### src/rtl/traffic_ctrl_if.sv
// traffic_ctrl_if: the control and position bundle between the frame/game logic
// (master) and the traffic motion engine (slave). clk and reset stay plain ports
// on the modules.
//
// Handshake: there is no valid/ready pair. frame_tick and restart are
// single-cycle strobes that the master drives. Positions and moved are
// registered outputs that the slave drives. All length outputs are constants.
//
// Signals
//   frame_tick      master->slave  1-cycle pulse per frame
//   run             master->slave  1 = traffic moves, 0 = frozen
//   restart         master->slave  1-cycle pulse, reloads initial positions
//   level           master->slave  difficulty; step = level + 1 px
//   laneN_car0_x    slave->master  car0 left-edge x, N = 0..5
//   lane4_car1_x    slave->master  second lane-4 vehicle left-edge x
//   laneN_length    slave->master  vehicle length, constant
//   moved           slave->master  pulse: a vehicle moved on the last tick
interface traffic_ctrl_if;
  logic       frame_tick;
  logic       run;
  logic       restart;
  logic [1:0] level;
  logic [9:0] lane0_car0_x;
  logic [9:0] lane1_car0_x;
  logic [9:0] lane2_car0_x;
  logic [9:0] lane3_car0_x;
  logic [9:0] lane4_car0_x;
  logic [9:0] lane5_car0_x;
  logic [9:0] lane4_car1_x;
  logic [9:0] lane0_length;
  logic [9:0] lane1_length;
  logic [9:0] lane2_length;
  logic [9:0] lane3_length;
  logic [9:0] lane4_length;
  logic [9:0] lane5_length;
  logic       moved;

  modport master (
    output frame_tick, run, restart, level,
    input  lane0_car0_x, lane1_car0_x, lane2_car0_x, lane3_car0_x,
           lane4_car0_x, lane5_car0_x, lane4_car1_x,
           lane0_length, lane1_length, lane2_length, lane3_length,
           lane4_length, lane5_length, moved
  );

  modport slave (
    input  frame_tick, run, restart, level,
    output lane0_car0_x, lane1_car0_x, lane2_car0_x, lane3_car0_x,
           lane4_car0_x, lane5_car0_x, lane4_car1_x,
           lane0_length, lane1_length, lane2_length, lane3_length,
           lane4_length, lane5_length, moved
  );
endinterface

### src/rtl/traffic_ctrl.sv
// traffic_ctrl: motion engine for the road section. It owns the left-edge x of
// every vehicle in lanes 0-5. Lane 4 carries two vehicles and every other lane
// carries one. Each lane has a frame counter. On every PER-th active frame tick
// the lane's vehicles move by (level+1) px and wrap around the playfield.
//
// Ports
//   clk    in  system/pixel clock
//   reset  in  synchronous, active-high
//   tc     traffic_ctrl_if.slave (frame_tick, run, restart, level in;
//          lane x positions, lengths and moved out)
//
// Internal car index 0..5 = laneN car0. Index 6 = lane4 car1.
module traffic_ctrl #(
  parameter logic [9:0] X_OFFSET_LEFT  = 10'd96,
  parameter logic [9:0] X_OFFSET_RIGHT = 10'd544,
  parameter logic [9:0] LANE0_LEN = 10'd32,
  parameter logic [9:0] LANE1_LEN = 10'd96,
  parameter logic [9:0] LANE2_LEN = 10'd32,
  parameter logic [9:0] LANE3_LEN = 10'd64,
  parameter logic [9:0] LANE4_LEN = 10'd32,
  parameter logic [9:0] LANE5_LEN = 10'd96,
  parameter logic       LANE0_DIR = 1'b0,
  parameter logic       LANE1_DIR = 1'b1,
  parameter logic       LANE2_DIR = 1'b0,
  parameter logic       LANE3_DIR = 1'b1,
  parameter logic       LANE4_DIR = 1'b0,
  parameter logic       LANE5_DIR = 1'b1,
  parameter logic [3:0] LANE0_PER = 4'd4,
  parameter logic [3:0] LANE1_PER = 4'd2,
  parameter logic [3:0] LANE2_PER = 4'd3,
  parameter logic [3:0] LANE3_PER = 4'd2,
  parameter logic [3:0] LANE4_PER = 4'd1,
  parameter logic [3:0] LANE5_PER = 4'd3,
  parameter logic [9:0] LANE0_X0 = 10'd400,
  parameter logic [9:0] LANE1_X0 = 10'd96,
  parameter logic [9:0] LANE2_X0 = 10'd300,
  parameter logic [9:0] LANE3_X0 = 10'd200,
  parameter logic [9:0] LANE4_X0 = 10'd150,
  parameter logic [9:0] LANE5_X0 = 10'd250,
  parameter logic [9:0] LANE4_GAP = 10'd224
) (
  input  logic clk,
  input  logic reset,
  traffic_ctrl_if.slave tc
);

  localparam int N_CAR  = 7;
  localparam int N_LANE = 6;

  localparam logic [9:0] CAR_X0 [N_CAR] = '{LANE0_X0, LANE1_X0, LANE2_X0, LANE3_X0,
                                            LANE4_X0, LANE5_X0, LANE4_X0 + LANE4_GAP};
  localparam logic [9:0] CAR_LEN [N_CAR] = '{LANE0_LEN, LANE1_LEN, LANE2_LEN, LANE3_LEN,
                                             LANE4_LEN, LANE5_LEN, LANE4_LEN};
  localparam logic CAR_DIR [N_CAR] = '{LANE0_DIR, LANE1_DIR, LANE2_DIR, LANE3_DIR,
                                       LANE4_DIR, LANE5_DIR, LANE4_DIR};
  localparam int CAR_LANE [N_CAR] = '{0, 1, 2, 3, 4, 5, 4};
  localparam logic [3:0] LANE_PER_M1 [N_LANE] = '{LANE0_PER - 4'd1, LANE1_PER - 4'd1,
                                                  LANE2_PER - 4'd1, LANE3_PER - 4'd1,
                                                  LANE4_PER - 4'd1, LANE5_PER - 4'd1};

  logic [9:0] r_x   [N_CAR];
  logic [3:0] r_cnt [N_LANE];
  logic       r_moved;

  logic [9:0]        w_s;
  logic [N_LANE-1:0] w_step;
  logic [9:0]        w_nx [N_CAR];

  always_comb begin
    w_s = {8'd0, tc.level} + 10'd1;
    for (int l = 0; l < N_LANE; l++) begin
      w_step[l] = (r_cnt[l] == LANE_PER_M1[l]);
    end
    for (int c = 0; c < N_CAR; c++) begin
      w_nx[c] = r_x[c];
      if (CAR_DIR[c]) begin
        if (r_x[c] + w_s >= X_OFFSET_RIGHT) w_nx[c] = X_OFFSET_LEFT - CAR_LEN[c];
        else                                w_nx[c] = r_x[c] + w_s;
      end else begin
        // The wrap test is done before the subtraction, so x - S never underflows.
        if (r_x[c] + CAR_LEN[c] <= X_OFFSET_LEFT + w_s) w_nx[c] = X_OFFSET_RIGHT;
        else                                            w_nx[c] = r_x[c] - w_s;
      end
    end
  end

  always_ff @(posedge clk) begin
    if (reset || tc.restart) begin
      for (int c = 0; c < N_CAR; c++)  r_x[c]   <= CAR_X0[c];
      for (int l = 0; l < N_LANE; l++) r_cnt[l] <= 4'd0;
      r_moved <= 1'b0;
    end else if (tc.frame_tick && tc.run) begin
      for (int l = 0; l < N_LANE; l++) begin
        r_cnt[l] <= w_step[l] ? 4'd0 : r_cnt[l] + 4'd1;
      end
      for (int c = 0; c < N_CAR; c++) begin
        if (w_step[CAR_LANE[c]]) r_x[c] <= w_nx[c];
      end
      r_moved <= |w_step;
    end else begin
      r_moved <= 1'b0;
    end
  end

  assign tc.lane0_car0_x = r_x[0];
  assign tc.lane1_car0_x = r_x[1];
  assign tc.lane2_car0_x = r_x[2];
  assign tc.lane3_car0_x = r_x[3];
  assign tc.lane4_car0_x = r_x[4];
  assign tc.lane5_car0_x = r_x[5];
  assign tc.lane4_car1_x = r_x[6];
  assign tc.lane0_length = LANE0_LEN;
  assign tc.lane1_length = LANE1_LEN;
  assign tc.lane2_length = LANE2_LEN;
  assign tc.lane3_length = LANE3_LEN;
  assign tc.lane4_length = LANE4_LEN;
  assign tc.lane5_length = LANE5_LEN;
  assign tc.moved        = r_moved;

endmodule

### src/flat_wrapper.sv
// flat-port wrapper written by rule: the top's interface ports become plain ports
module traffic_ctrl_flat 
#(
  parameter logic [9:0] X_OFFSET_LEFT  = 10'd96,
  parameter logic [9:0] X_OFFSET_RIGHT = 10'd544,
  parameter logic [9:0] LANE0_LEN = 10'd32,
  parameter logic [9:0] LANE1_LEN = 10'd96,
  parameter logic [9:0] LANE2_LEN = 10'd32,
  parameter logic [9:0] LANE3_LEN = 10'd64,
  parameter logic [9:0] LANE4_LEN = 10'd32,
  parameter logic [9:0] LANE5_LEN = 10'd96,
  parameter logic       LANE0_DIR = 1'b0,
  parameter logic       LANE1_DIR = 1'b1,
  parameter logic       LANE2_DIR = 1'b0,
  parameter logic       LANE3_DIR = 1'b1,
  parameter logic       LANE4_DIR = 1'b0,
  parameter logic       LANE5_DIR = 1'b1,
  parameter logic [3:0] LANE0_PER = 4'd4,
  parameter logic [3:0] LANE1_PER = 4'd2,
  parameter logic [3:0] LANE2_PER = 4'd3,
  parameter logic [3:0] LANE3_PER = 4'd2,
  parameter logic [3:0] LANE4_PER = 4'd1,
  parameter logic [3:0] LANE5_PER = 4'd3,
  parameter logic [9:0] LANE0_X0 = 10'd400,
  parameter logic [9:0] LANE1_X0 = 10'd96,
  parameter logic [9:0] LANE2_X0 = 10'd300,
  parameter logic [9:0] LANE3_X0 = 10'd200,
  parameter logic [9:0] LANE4_X0 = 10'd150,
  parameter logic [9:0] LANE5_X0 = 10'd250,
  parameter logic [9:0] LANE4_GAP = 10'd224
)
  (clk, reset, tc_frame_tick, tc_run, tc_restart, tc_level, tc_lane0_car0_x, tc_lane1_car0_x, tc_lane2_car0_x, tc_lane3_car0_x, tc_lane4_car0_x, tc_lane5_car0_x, tc_lane4_car1_x, tc_lane0_length, tc_lane1_length, tc_lane2_length, tc_lane3_length, tc_lane4_length, tc_lane5_length, tc_moved);
  traffic_ctrl_if tc_i ();
  input  logic clk;
  input  logic reset;
  input wire logic [$bits(tc_i.frame_tick)-1:0] tc_frame_tick;
  input wire logic [$bits(tc_i.run)-1:0] tc_run;
  input wire logic [$bits(tc_i.restart)-1:0] tc_restart;
  input wire logic [$bits(tc_i.level)-1:0] tc_level;
  output wire logic [$bits(tc_i.lane0_car0_x)-1:0] tc_lane0_car0_x;
  output wire logic [$bits(tc_i.lane1_car0_x)-1:0] tc_lane1_car0_x;
  output wire logic [$bits(tc_i.lane2_car0_x)-1:0] tc_lane2_car0_x;
  output wire logic [$bits(tc_i.lane3_car0_x)-1:0] tc_lane3_car0_x;
  output wire logic [$bits(tc_i.lane4_car0_x)-1:0] tc_lane4_car0_x;
  output wire logic [$bits(tc_i.lane5_car0_x)-1:0] tc_lane5_car0_x;
  output wire logic [$bits(tc_i.lane4_car1_x)-1:0] tc_lane4_car1_x;
  output wire logic [$bits(tc_i.lane0_length)-1:0] tc_lane0_length;
  output wire logic [$bits(tc_i.lane1_length)-1:0] tc_lane1_length;
  output wire logic [$bits(tc_i.lane2_length)-1:0] tc_lane2_length;
  output wire logic [$bits(tc_i.lane3_length)-1:0] tc_lane3_length;
  output wire logic [$bits(tc_i.lane4_length)-1:0] tc_lane4_length;
  output wire logic [$bits(tc_i.lane5_length)-1:0] tc_lane5_length;
  output wire logic [$bits(tc_i.moved)-1:0] tc_moved;
  assign tc_i.frame_tick = tc_frame_tick;
  assign tc_i.run = tc_run;
  assign tc_i.restart = tc_restart;
  assign tc_i.level = tc_level;
  assign tc_lane0_car0_x = tc_i.lane0_car0_x;
  assign tc_lane1_car0_x = tc_i.lane1_car0_x;
  assign tc_lane2_car0_x = tc_i.lane2_car0_x;
  assign tc_lane3_car0_x = tc_i.lane3_car0_x;
  assign tc_lane4_car0_x = tc_i.lane4_car0_x;
  assign tc_lane5_car0_x = tc_i.lane5_car0_x;
  assign tc_lane4_car1_x = tc_i.lane4_car1_x;
  assign tc_lane0_length = tc_i.lane0_length;
  assign tc_lane1_length = tc_i.lane1_length;
  assign tc_lane2_length = tc_i.lane2_length;
  assign tc_lane3_length = tc_i.lane3_length;
  assign tc_lane4_length = tc_i.lane4_length;
  assign tc_lane5_length = tc_i.lane5_length;
  assign tc_moved = tc_i.moved;
  traffic_ctrl #(.X_OFFSET_LEFT(X_OFFSET_LEFT), .X_OFFSET_RIGHT(X_OFFSET_RIGHT), .LANE0_LEN(LANE0_LEN), .LANE1_LEN(LANE1_LEN), .LANE2_LEN(LANE2_LEN), .LANE3_LEN(LANE3_LEN), .LANE4_LEN(LANE4_LEN), .LANE5_LEN(LANE5_LEN), .LANE0_DIR(LANE0_DIR), .LANE1_DIR(LANE1_DIR), .LANE2_DIR(LANE2_DIR), .LANE3_DIR(LANE3_DIR), .LANE4_DIR(LANE4_DIR), .LANE5_DIR(LANE5_DIR), .LANE0_PER(LANE0_PER), .LANE1_PER(LANE1_PER), .LANE2_PER(LANE2_PER), .LANE3_PER(LANE3_PER), .LANE4_PER(LANE4_PER), .LANE5_PER(LANE5_PER), .LANE0_X0(LANE0_X0), .LANE1_X0(LANE1_X0), .LANE2_X0(LANE2_X0), .LANE3_X0(LANE3_X0), .LANE4_X0(LANE4_X0), .LANE5_X0(LANE5_X0), .LANE4_GAP(LANE4_GAP)) u_core (.clk(clk), .reset(reset), .tc(tc_i));
endmodule
### config.mk
export PLATFORM = sky130hd
export DESIGN_NAME = traffic_ctrl_flat
export DESIGN_NICKNAME = d
export VERILOG_FILES = /design/src/rtl/traffic_ctrl_if.sv /design/src/rtl/traffic_ctrl.sv /design/src/flat_wrapper.sv
export SDC_FILE = /design/constraint.sdc
export NUM_CORES = 1
export LEC_CHECK = 0
export CORE_UTILIZATION = 40
export CTS_CLUSTER_SIZE = 16
export DETAILED_ROUTE_END_ITERATION = 7
export PLACE_DENSITY = 0.67
export SLEW_MARGIN = 0
export SYNTH_ARGS = -nofsm -noshare
export SYNTH_HDL_FRONTEND = slang
export SYNTH_SLANG_ARGS = --single-unit
### constraint.sdc
create_clock -name clk -period 4.2 [get_ports clk]
set_clock_uncertainty 0.05 [all_clocks]
set_input_delay 0.63 -clock clk [delete_from_list [all_inputs] [get_ports clk]]
set_output_delay 0.63 -clock clk [all_outputs]
set_load 0.01 [all_outputs]
# Word level (Yosys, flattened, before mapping)
# Memory sizes are Yosys's and may differ from the RTL's.
# Cells that the tools add are included.
dict set report op_classes {
  n_mux 55
  add_sub_neg 19
  n_bitwise 14
  reduce_logical 5
  n_eq_ne 5
  magnitude_cmp 7
}
# cell count
set op_table {}
lappend op_table {{10-bit two-way mux} 14}
lappend op_table {{4-bit two-way mux} 12}
lappend op_table {{10-bit by 6-bit adder with 10-bit output, second input constant} 4}
lappend op_table {{10-bit less-or-equal comparator} 4}
lappend op_table {{10-bit subtractor} 4}
lappend op_table {{10-bit adder} 3}
lappend op_table {{10-bit >= comparator, second input constant} 3}
lappend op_table {{1-bit two-way mux} 29}
lappend op_table {{4-bit by 1-bit adder with 4-bit output, second input constant} 6}
lappend op_table {{1-bit bitwise OR} 13}
lappend op_table {{4-bit by 2-bit == test with 1-bit output, second input constant} 3}
lappend op_table {{7-bit by 10-bit adder with 10-bit output, first input constant} 1}
lappend op_table {{4-bit by 1-bit == test with 1-bit output, second input constant} 2}
lappend op_table {{6-bit OR reduction} 1}
lappend op_table {{4-bit zero test} 1}
lappend op_table {{2-bit by 1-bit adder with 3-bit output, second input constant} 1}
lappend op_table {{2-bit OR reduction} 1}
lappend op_table {{1-bit logical AND} 1}
lappend op_table {{1-bit logical OR} 1}
lappend op_table {{1-bit NOT} 1}
dict set report word_totals {
  out_inout_bits 131
  in_bits 7
  mem_bits_rw 94
  memories 2
  wordCells 108
  register_bits 1
}
# name words width rd rd_ports_with_merged_regs write_ports line
set mem_list {}
lappend mem_list {u_core.r_x 7 10 7 0 7 traffic_ctrl.sv:61} ;# logic [9:0] r_x [N_CAR];
lappend mem_list {u_core.r_cnt 6 4 6 0 6 traffic_ctrl.sv:62} ;# logic [3:0] r_cnt [N_LANE];

# Logic depth before layout (Yosys ltp)
# An unclocked memory read counts as a cell.
dict set report logic_depth {
  ltp_word 7
  ltp_mapped 9
}

# Least setup slack after synthesis
# No wires, ideal clock.
dict set report synth_timing {
  kind {input to register}
  start {input port tc_level[0]}
  end {memory u_core.r_x[2][6], in the netlist u_core.r_x[1][6], data pin}
  t_arrival_ns 3.006
  path_stages 8
  path_buffers 0
  setup_ns 0.254
  slack_ns 0.890
  required_time_ns 3.896
  path_cell_list {ha_1 inv_1 fa_1 a211o_1 a2111o_1 a222oi_1 nand2b_2 nor2_1}
}
# element line
set synth_lines {}
lappend synth_lines {{start: declaration} flat_wrapper.sv:39} ;# input wire logic [$bits(tc_i.level)-1:0] tc_level;
lappend synth_lines {{end: declaration} traffic_ctrl.sv:61}

==> metrics.md <==
| Metric | Value |
|---|---|
| Overall Global Routing Usage | `0.173` |
| Chip width | `roughly 130 µm` |
| Post-synthesis cell area | `~6400 µm²` |
| Detail Route Antenna Nets | `0` |
| Internal power | `approximately 1.7 mW` |
| Sequential share of the synthesized area | `0.446` |
| Synth Flop Type | `edfxtp_1` |
| Worst Path Class, Setup | `in2reg` |
| Die Y | `128 µm` |
| Most frequent cells in the layout | `edfxtp_1, clkdlybuf4s50_1, nor2_1` |
| Num CTS Buffers | `9` |
| Fmax | `around 290 MHz` |
| CTS tree | `built` |
| CP peak stage delay | `around 480 ps` |
| Total power | `between 2 and 2.5 mW` |
| EDFF count, synth | `94` |
| First-pass GRT wire length | `approximately 22000 µm` |
| Status | `complete, no violations` |
| CTS sink cnt | `95` |
| WL final | `13600 µm` |
| Max Slew Vio Count | `0` |
| CP Max Fanout | `6` |
| Clk buf depth | `2` |
| Setup crit start kind | `input pin` |
| Initial drt markers | `260` |
| CP most frequent cell | `ha_1` |
| CP Data Arrival Time | `about 3600 ps` |
| Post-cts resize count | `0` |
| Fin crit period | `approximately 3500 ps` |
| Yosys top cell area share | `0.443` |
| Setup TNS | `0 ps` |
| Via count | `roughly 4700` |
| Synth warn | `0` |
| Die Footprint | `about 16000 µm²` |
| Final Setup Violations | `0` |
| Rel. slew slack | `0.304` |
| Pre-antenna DRT Iters | `5` |
| Num rows | `45` |
| Critical path data required time | `~4300 ps` |
| MaxCap Viol Count | `0` |
| Syn_area_per_cell | `just over 10 µm²` |
| Clock Latency Late Sink | `approximately 350 ps` |
| Static leakage | `2.76 nW` |
| PD cells | `314 nW/µm²` |
| Setup Buffers After CTS | `0` |
| Reg2reg setup slack | `~1300 ps` |
| Layout cells sized above 1 | `0.0490` |
| # diodes | `0` |
| Max IR drop VDD | `0.215 mV` |
| Most common cell after layout, fill and taps aside | `edfxtp_1` |
| Layout area overhead | `18.2%` |
| Hpwl dp | `~10000 µm` |
| Comb power frac | `0.163` |
| RSZ-0062 raised after global routing | `false` |
| Worst slew pin tran | `between 1000 and 1500 ps` |
| H-tree Lvls | `3` |
| Post-synth top area cell | `edfxtp_1` |
| Worst path slowest cell | `clkdlybuf4s50_1` |
| Largest cells by area after synthesis | `edfxtp_1, ha_1, buf_4` |
| WL/cell | `14.7 µm` |
| Final hold vios | `0` |
| Crit path cell chain | `clkdlybuf4s50_1 > ha_1 > inv_1 > ha_1 > a211o_1 > a2111o_1 > a222oi_1 > nand2b_2 > nor2_1` |
| GP Congestion | `between 0.8 and 0.9` |
| Clock transition at the registers of the reported paths | `~70 ps` |
| Initial antenna violation count | `0` |
| # hold bufs at CTS | `0` |
| Worst Hold Class | `reg2reg` |
| Vias in the first global route | `between 4000 and 5000` |
| Core ar. | `about 15000 µm²` |
| DRC | `0` |
| Final worst path period share | `0.834` |
| Via-to-Cell Ratio | `5.07` |
| PortBufs | `77` |
| CP Capture Type | `flop` |
| Post-synthesis register bit count | `95` |
| Starting Density | `0.414` |
| Final #Nets | `about 770` |
| Synthesized instance count | `around 600` |
| I/O pins | `approximately 140` |
| Largest net degree at the start of global routing | `25` |
| Sw Share | `0.269` |
| Share of power burned in the clock network | `0.349` |
| Psw | `roughly 640 µW` |
| Grt total ovfl | `0` |
| Root buffer cell | `clkbuf_16` |
| Register share of total power | `0.488` |
| Async set or reset register ratio after synthesis | `0` |
| Netlist cell types | `between 50 and 60` |
==> final timing paths <==
check,cells after the start,startpoint,end
hold reg to reg,1,u_core.r_cnt[0][0]$_SDFFCE_PP0P_,u_core.r_cnt[0][0]$_SDFFCE_PP0P_
hold / removal,1,u_core.r_cnt[0][0]$_SDFFCE_PP0P_,u_core.r_cnt[0][0]$_SDFFCE_PP0P_
setup / recovery,9,tc_level[0],u_core.r_x[1][7]$_SDFFCE_PP0P_
setup reg to reg,9,u_core.r_x[1][0]$_SDFFCE_PP0P_,u_core.r_x[1][7]$_SDFFCE_PP0P_
==> critical path: cells and delay by family <==
| kind | cells | cell delay [ps] |
|---|---|---|
| AOI/OAI and AO/OA | 3 | 1190 |
| and+or+nand+nor | 2 | 350 |
| buffers and inverters | 2 | 670 |
| adders and majority gates | 2 | 700 |
==> power by group through the flow <==
stage / clock network [mW] / registers (mW) / logic, mW
floorplan: 0 / 1.17 / 0.272
global placement: 0 / 1.17 / 0.374
detailed placement: 0 / 1.17 / 0.383
CTS: 0.832 / 1.15 / 0.387
global route: 0.867 / 1.16 / 0.434
finish: 0.824 / 1.15 / 0.385
==> cells in the mapped netlist (4+ instances only) <==
cell type / n
nor3_1: 18
edfxtp_1: 94
nor2_1: 64
o21ai_0: 31
nor4b_1: 4
nor2b_1: 15
buf_4: 60
o21a_1: 5
nand2_1: 33
inv_1: 38
xor2_1: 25
a21oi_1: 25
nand3_1: 19
nand2b_1: 7
clkbuf_1: 4
ha_1: 42
fa_1: 7
or3_1: 4
o211ai_1: 5
and3_1: 12
xnor2_1: 36
nor4_1: 8
a211oi_1: 7
o31a_1: 5
==> cells by family (layout without fill, tap and decap cells) <==
kind of cell    count (synthesis)  after routing  synth area share
simple gates                  209            209             0.167
flops                          95             95             0.446
compound gates                 97             97            0.0970
fa+ha+maj                      49             49             0.104
xor+xnor                       61             61            0.0839
buf+inv                       102            140            0.0954
mux                             3              3           0.00511
other cells                     2             60           0.00118
==> flip-flops by register name (all words and copies together), names as in the netlist <==
| signal | flops |
|---|---|
| u_core.tc.moved | 1 |
| u_core.r_x | 70 |
| u_core.r_cnt | 24 |
==> metal layers <==
metal	track usage	wire [µm]	vias to the layer above
li1	-	-	2269
met1	0.218	5960	2271
met2	0.290	6800	129
met3	0.0259	602	19
met4	0.0872	278	0
met5	0	0	-
==> per-stage QoR <==
step | setup slack (ps) | instances | instance area, µm² | utilization | hold WS [ps]
after floorplan | 890 | 676 | 6590 | - | 520
after global placement | 453 | 909 | 7230 | 0.470 | 551
after detailed placement | 331 | 909 | 7230 | 0.470 | 549
after CTS | 698 | 925 | 7530 | 0.490 | 557
after global routing | 539 | 925 | 7530 | 0.490 | 603
final | 698 | 925 | 7530 | 0.490 | 559
==> cell type report <==
class	count	area (µm²)
fillers	1398	7840
multi-input cells	479	3140
flip-flops and latches	95	2840
repair buffers	86	838
well taps	211	264
clock buffers	9	225
inverters	38	143
clock inverters	7	73.8
Power figures use the tool's default switching activity.
